<file path="src/rtl/mem_access_stage.sv">
// rtl/mem_access_stage.sv - MEM pipeline stage: one data-bus transaction per load/store
//
// Ports:
//   clk, rst                      clock (rising edge), asynchronous active-low reset
//   mem_aluop .. mem_wdata        instruction fields from the EX/MEM register
//   exc_code_i                    exception code carried in from upstream stages
//   flush, wb_hold                pipeline flush, downstream (MEM/WB) hold
//   dbus_req/we/be/addr/wdata     registered data-bus request
//   dbus_ack, dbus_rdata          bus completion and read data (valid with ack)
//   wb_wd, wb_wreg, wb_wdata      result toward MEM/WB
//   exc_code_o, badvaddr_o        resolved exception and faulting address
//   stallreq                      holds the pipeline while a transaction is in flight
module mem_access_stage #(
  parameter int               EXC_W   = 5,
  parameter logic [EXC_W-1:0] EC_NONE = EXC_W'(5'h00),
  parameter logic [EXC_W-1:0] EC_ADEL = EXC_W'(5'h04),
  parameter logic [EXC_W-1:0] EC_ADES = EXC_W'(5'h05),
  parameter logic [7:0]       OP_LB   = 8'hE0,
  parameter logic [7:0]       OP_LBU  = 8'hE4,
  parameter logic [7:0]       OP_LH   = 8'hE1,
  parameter logic [7:0]       OP_LHU  = 8'hE5,
  parameter logic [7:0]       OP_LW   = 8'hE3,
  parameter logic [7:0]       OP_SB   = 8'hE8,
  parameter logic [7:0]       OP_SH   = 8'hE9,
  parameter logic [7:0]       OP_SW   = 8'hEB
) (
  input  logic             clk,
  input  logic             rst,
  input  logic [7:0]       mem_aluop,
  input  logic [31:0]      mem_mem_addr,
  input  logic [31:0]      mem_reg2,
  input  logic [4:0]       mem_wd,
  input  logic             mem_wreg,
  input  logic [31:0]      mem_wdata,
  input  logic [EXC_W-1:0] exc_code_i,
  input  logic             flush,
  input  logic             wb_hold,
  output logic             dbus_req,
  output logic             dbus_we,
  output logic [3:0]       dbus_be,
  output logic [31:0]      dbus_addr,
  output logic [31:0]      dbus_wdata,
  input  logic             dbus_ack,
  input  logic [31:0]      dbus_rdata,
  output logic [4:0]       wb_wd,
  output logic             wb_wreg,
  output logic [31:0]      wb_wdata,
  output logic [EXC_W-1:0] exc_code_o,
  output logic [31:0]      badvaddr_o,
  output logic             stallreq
);

  typedef enum logic [1:0] {S_IDLE, S_REQ, S_DONE, S_DRAIN} state_t;

  state_t      state, state_nx;
  logic [31:0] rdata_q;
  logic [7:0]  op_q;      // load op of the transaction in flight, for extraction in DONE
  logic [1:0]  lo_q;      // byte offset of the transaction in flight

  logic        is_load, is_store, is_mem, is_half, is_word;
  logic        misaligned, acc_valid;
  logic [3:0]  be_c;
  logic [31:0] wd_c;
  logic [7:0]  ld_byte;
  logic [15:0] ld_half;
  logic [31:0] ld_ext;

  // Decode and access qualification
  always_comb begin
    is_load    = mem_aluop inside {OP_LB, OP_LBU, OP_LH, OP_LHU, OP_LW};
    is_store   = mem_aluop inside {OP_SB, OP_SH, OP_SW};
    is_mem     = is_load | is_store;
    is_half    = mem_aluop inside {OP_LH, OP_LHU, OP_SH};
    is_word    = mem_aluop inside {OP_LW, OP_SW};
    misaligned = is_mem & ((is_half & mem_mem_addr[0]) |
                           (is_word & (mem_mem_addr[1:0] != 2'b00)));
    acc_valid  = is_mem & (exc_code_i == EC_NONE) & ~misaligned & ~flush;
  end

  // Store lane steering; loads always read the full word
  always_comb begin
    be_c = 4'hF;
    wd_c = 32'h0;
    if (mem_aluop == OP_SB) begin
      be_c = 4'b0001 << mem_mem_addr[1:0];
      wd_c = {4{mem_reg2[7:0]}};
    end else if (mem_aluop == OP_SH) begin
      be_c = mem_mem_addr[1] ? 4'b1100 : 4'b0011;
      wd_c = {2{mem_reg2[15:0]}};
    end else if (mem_aluop == OP_SW) begin
      wd_c = mem_reg2;
    end
  end

  // Load extraction from the captured word (little-endian lanes)
  always_comb begin
    ld_byte = rdata_q[{lo_q, 3'b000} +: 8];
    ld_half = lo_q[1] ? rdata_q[31:16] : rdata_q[15:0];
    case (op_q)
      OP_LB:   ld_ext = {{24{ld_byte[7]}}, ld_byte};
      OP_LBU:  ld_ext = {24'h0, ld_byte};
      OP_LH:   ld_ext = {{16{ld_half[15]}}, ld_half};
      OP_LHU:  ld_ext = {16'h0, ld_half};
      default: ld_ext = rdata_q;
    endcase
  end

  always_ff @(posedge clk or negedge rst) begin
    if (!rst) state <= S_IDLE;
    else      state <= state_nx;
  end

  always_comb begin
    state_nx = state;
    stallreq = 1'b0;
    wb_wd    = mem_wd;
    wb_wreg  = mem_wreg;
    wb_wdata = mem_wdata;
    case (state)
      S_IDLE: begin
        if (acc_valid) begin
          stallreq = 1'b1;
          wb_wreg  = 1'b0;
          state_nx = S_REQ;
        end
      end
      S_REQ: begin
        stallreq = 1'b1;
        wb_wreg  = 1'b0;
        // A flush coinciding with ack still completes the bus cycle; the data is dropped.
        if (dbus_ack)   state_nx = flush ? S_IDLE : S_DONE;
        else if (flush) state_nx = S_DRAIN;
      end
      S_DONE: begin
        wb_wdata = dbus_we ? mem_wdata : ld_ext;
        wb_wreg  = dbus_we ? 1'b0 : mem_wreg;
        if (!wb_hold) state_nx = S_IDLE;
      end
      S_DRAIN: begin
        // The orphaned request must finish before a new one may be launched.
        if (is_mem) begin
          stallreq = acc_valid;
          wb_wreg  = 1'b0;
        end
        if (dbus_ack) state_nx = S_IDLE;
      end
      default: state_nx = S_IDLE;
    endcase
    if (flush || misaligned) wb_wreg = 1'b0;
    if (!rst) begin
      stallreq = 1'b0;
      wb_wreg  = 1'b0;
    end
  end

  always_comb begin
    exc_code_o = exc_code_i;
    badvaddr_o = 32'h0;
    if (!rst) begin
      exc_code_o = EC_NONE;
    end else if (misaligned) begin
      exc_code_o = is_load ? EC_ADEL : EC_ADES;
      badvaddr_o = mem_mem_addr;
    end
  end

  // Bus request registers: launched from IDLE, held stable until ack
  always_ff @(posedge clk or negedge rst) begin
    if (!rst) begin
      dbus_req   <= 1'b0;
      dbus_we    <= 1'b0;
      dbus_be    <= 4'h0;
      dbus_addr  <= 32'h0;
      dbus_wdata <= 32'h0;
      rdata_q    <= 32'h0;
      op_q       <= 8'h0;
      lo_q       <= 2'b00;
    end else begin
      case (state)
        S_IDLE: begin
          if (acc_valid) begin
            dbus_req   <= 1'b1;
            dbus_we    <= is_store;
            dbus_be    <= be_c;
            dbus_addr  <= {mem_mem_addr[31:2], 2'b00};
            dbus_wdata <= wd_c;
            op_q       <= mem_aluop;
            lo_q       <= mem_mem_addr[1:0];
          end
        end
        S_REQ: begin
          if (dbus_ack) begin
            dbus_req <= 1'b0;
            rdata_q  <= dbus_rdata;
          end
        end
        S_DRAIN: begin
          if (dbus_ack) dbus_req <= 1'b0;
        end
        default: ;
      endcase
    end
  end

endmodule

</file>
<file path="config.mk">
export PLATFORM = sky130hd
export DESIGN_NAME = mem_access_stage
export DESIGN_NICKNAME = d
export VERILOG_FILES = /design/src/rtl/mem_access_stage.sv
export SDC_FILE = /design/constraint.sdc
export NUM_CORES = 1
export LEC_CHECK = 0
export BUFFER_PORTS_ARGS = -buffer_cell sky130_fd_sc_hd__buf_2
export CAP_MARGIN = 20
export CORE_AREA = 2 2 115 117
export CTS_CLUSTER_DIAMETER = 50
export CTS_CLUSTER_SIZE = 16
export DETAILED_ROUTE_END_ITERATION = 8
export DIE_AREA = 0 0 117 119
export PLACE_DENSITY = 0.85
export SLEW_MARGIN = 20
export SYNTH_ARGS = -nofsm -noshare
export SYNTH_HDL_FRONTEND = slang
export SYNTH_SLANG_ARGS = --single-unit
</file>
<file path="constraint.sdc">
create_clock -name clk -period 3.95 [get_ports clk]
set_input_delay 0.5925 -clock clk [delete_from_list [all_inputs] [get_ports clk]]
set_output_delay 0.5925 -clock clk [all_outputs]
set_load 0.005 [all_outputs]
</file>
==> impl_results.md <==
* Met2 usage at a little under half
* Busiest layer in global routing: met2
* Yosys reg bits at 112
* Synth Flop Type: dfrtp_1
* Max_cap viols at 0
* Synth unique cells at 45
* Root Buffer: clkbuf_16
* Slowest Stage Delay on Critical Path at 0.70 ns
* Worst-Margin Slew at 0.840 ns
* Crit Path Class: primary input to output port
* Layout area overhead at 30.7%
* Setup TNS at 0 ns
* Post-synthesis average cell area at just under 10 um2
* Final net count at ~1100
* Ys async rst share at 100%
* Number of global-route vias before repair at roughly 5700
* Std-Cell Rows at between 40 and 50
* Pre-CTS setup slack at between 0.7 and 0.8 ns
* Grt met1 use at 33.8%
* Worst path slowest cell: a2111oi_0
* RD Place Congestion at about 0.91
* Clock-pin slew on the worst setup and hold paths at roughly 0.070 ns
* CTS Buf Count at 9
* WP data arrival at 2.71 ns
* Peak VDD IR at ~0.17 mV
* Post-CTS setup buffer count at 0
* Die area at 13900 um2
* Top cells by area, synth: dfrtp_1, mux2_2, mux2i_1, nand2_1, and2_1
* Gate Count Post-Synth at 641
* H-tree depth at 3
* Slew headroom at 43.9%
* Power per cell area at 298 nW/um2
* First-pass GRT wire length at slightly below 30 mm
* Grt ovf at 0
* DRC at 0
* Core ar. at 12900 um2
* Ports at just under 300
* Post-layout util at 64.0%
* Clk_lat worst skew at ~0.34 ns
* Top-area cell type share of the netlist area at roughly 44%
* Register area at around 2800 um2
* ANT nets after route at 0
* CP Data Required Time at around 3.4 ns
* Maximum clock frequency at roughly 0.30 GHz
* Hold WC Path Type: primary input to async pin
* Dominant cell type by area after synthesis: dfrtp_1
* Critical Path Sink Type: output port
* Tmin final at 3.30 ns
* Initial antenna violation count at 4
* Via count at a little under 6000
* RSZ-0062 raised after global routing: no
* CTS tree: done
* Fill cells at about 1100
* Die height at approximately 120 um
* Layout cell share with drive strength beyond 1 at roughly 45%
* Worst-case clock skew at roughly 0.0047 ns
* Dpl hpwl at 14.4 mm
* Crit-path cells: buf_2 > nand2b_1 > a2111oi_0 > o2111ai_1 > a31oi_1 > buf_2
* Final WS setup at approximately 0.65 ns
* Initial Utilization at 48.9%
* Post-Synthesis Cell Area at around 6300 um2
* Worst Path Max Fanout at 30
* Clock tree buffer depth at 2
* Final setup viols at 0
* Final hold vios at 0
* Final worst-path cycle share at a little over four fifths
* Pre-antenna DRT Iters at 7
* Number of vias per cell at approximately 5.4
* Met3 usage at approximately 6.8%
* Setup crit start kind: primary input
* Slew Viols, Final at 0
* Post-CTS resize count at 0
* Lkg Pwr at 4.63 nW
* Chip width at around 120 um
* Total Wirelength at ~19 mm
* Cts hold-fix bufs at 0
* PortBufs at ~290
* Status: completed
* Total GRT Usage at between 20 and 30%
* Yosys warnings at 0
* Largest net degree at the start of global routing at 63
* Initial DRC Count at ~440
* Number of synthesized flops with an enable pin at 0
* Post-synthesis sequential area ratio at ~44%
* Top cell by count, worst path: buf_2
* Clk sinks at between 100 and 150
* Routed len/inst at around 18 um
* Multi-input gate area at 3120 um2
==> cells in the final DEF, fill, tap and decap left out, types with 4 or more instances in the layout <==
master,count
nor3_1,20
mux2_1,4
o221ai_1,7
dfrtp_1,112
diode_2,4
inv_1,46
a22oi_1,9
o21ai_0,38
buf_4,15
a211oi_1,15
buf_2,284
nand3_1,42
mux2i_1,32
clkbuf_16,9
nand2_1,63
nand2b_1,9
mux2_2,86
a31oi_1,9
nor2_1,22
and2_1,34
nor3b_1,8
==> final timing paths <==
| path | start | endpoint | slack, ns | cells past startpoint |
|---|---|---|---|---|
| setup / recovery | mem_aluop[0] | stallreq | 0.65 | 6 |
| hold / removal | rst | op_q[5] | 0.39 | 2 |
| setup reg to reg | state[0] | dbus_wdata[12] | 1.82 | 5 |
| hold reg to reg | op_q[6] | op_q[6] | 0.46 | 1 |
| max in group asynchronous | rst | rdata_q[5] | 2.25 | 3 |
| min in group clk | op_q[6] | op_q[6] | 0.46 | 1 |
==> stage by stage <==
step / power (mW) / cell area [um2] / hold slack (ns) / instances
floorplan: 1.29 / 6300 / 0.297 / 642
CTS: 2.48 / 8230 / 0.412 / 1085
global route: 2.57 / 8230 / 0.443 / 1088
finish: 2.45 / 8240 / 0.390 / 1089
global placement: 1.45 / 7890 / 0.440 / 1069
detailed placement: 1.46 / 7890 / 0.448 / 1069
==> critical path, delay by kind of cell <==
kind / cells / cell delay (ns)
compound gates: 3 / 1.22
buf+inv: 2 / 0.65
simple gates: 1 / 0.23
==> power by group <==
part | internal [mW] | leakage [nW] | switching [mW]
sequential | 1.16 | 1.44 | 0.0135
clock | 0.609 | 0.163 | 0.406
combinational | 0.119 | 3.03 | 0.138
total | 1.89 | 4.63 | 0.557
==> layer usage <==
metal	share of wire [%]	wire length, um
met3	8.1	1550
met2	50	9500
met5	0	0
met4	3.4	659
met1	39	7460
==> final cells by class <==
type	count	area share [%]
Timing Repair Buffer	301	19.1
Sequential cell	112	34.0
Antenna cell	4	0.122
Multi-Input combinational cell	434	37.9
Inverter	46	2.10
Clock inverter	2	0.729
Tap cell	176	2.67
Clock buffer	14	3.33
==> kinds of logic after synthesis <==
family | count (synthesis) | share of synthesized area, %
buffers and inverters | 96 | 6.45
multiplexers | 123 | 21.5
AND/OR/NAND/NOR | 214 | 17.0
AO/OA/AOI/OAI | 95 | 10.5
other | 1 | 0.0595
flip-flops | 112 | 44.5
==> state kept, by name, indices dropped and copies added (netlist names) <==
register / flops
op_q: 8
dbus_req: 1
rdata_q: 32
state: 2
lo_q: 2
dbus_be: 4
dbus_wdata: 32
dbus_we: 1
dbus_addr: 30
==> synth_stat cells, types with 2 or more instances <==
master	n
mux2i_1	32
buf_2	10
nor3b_1	8
o221ai_1	7
buf_1	6
a211oi_1	15
mux2_1	4
nand3_1	42
dfrtp_1	112
nor2_1	22
nand2b_1	9
nand2_1	63
or3_1	3
and4b_1	2
o21ai_0	38
nor2b_1	2
a22oi_1	9
a21oi_1	3
a31oi_1	9
and3_1	3
inv_1	46
clkbuf_1	26
mux2_2	86
o2111ai_1	2
nor4b_1	2
nor3_1	22
and2_1	34
buf_4	7
No activity file was read; power rests on OpenSTA's default activity.
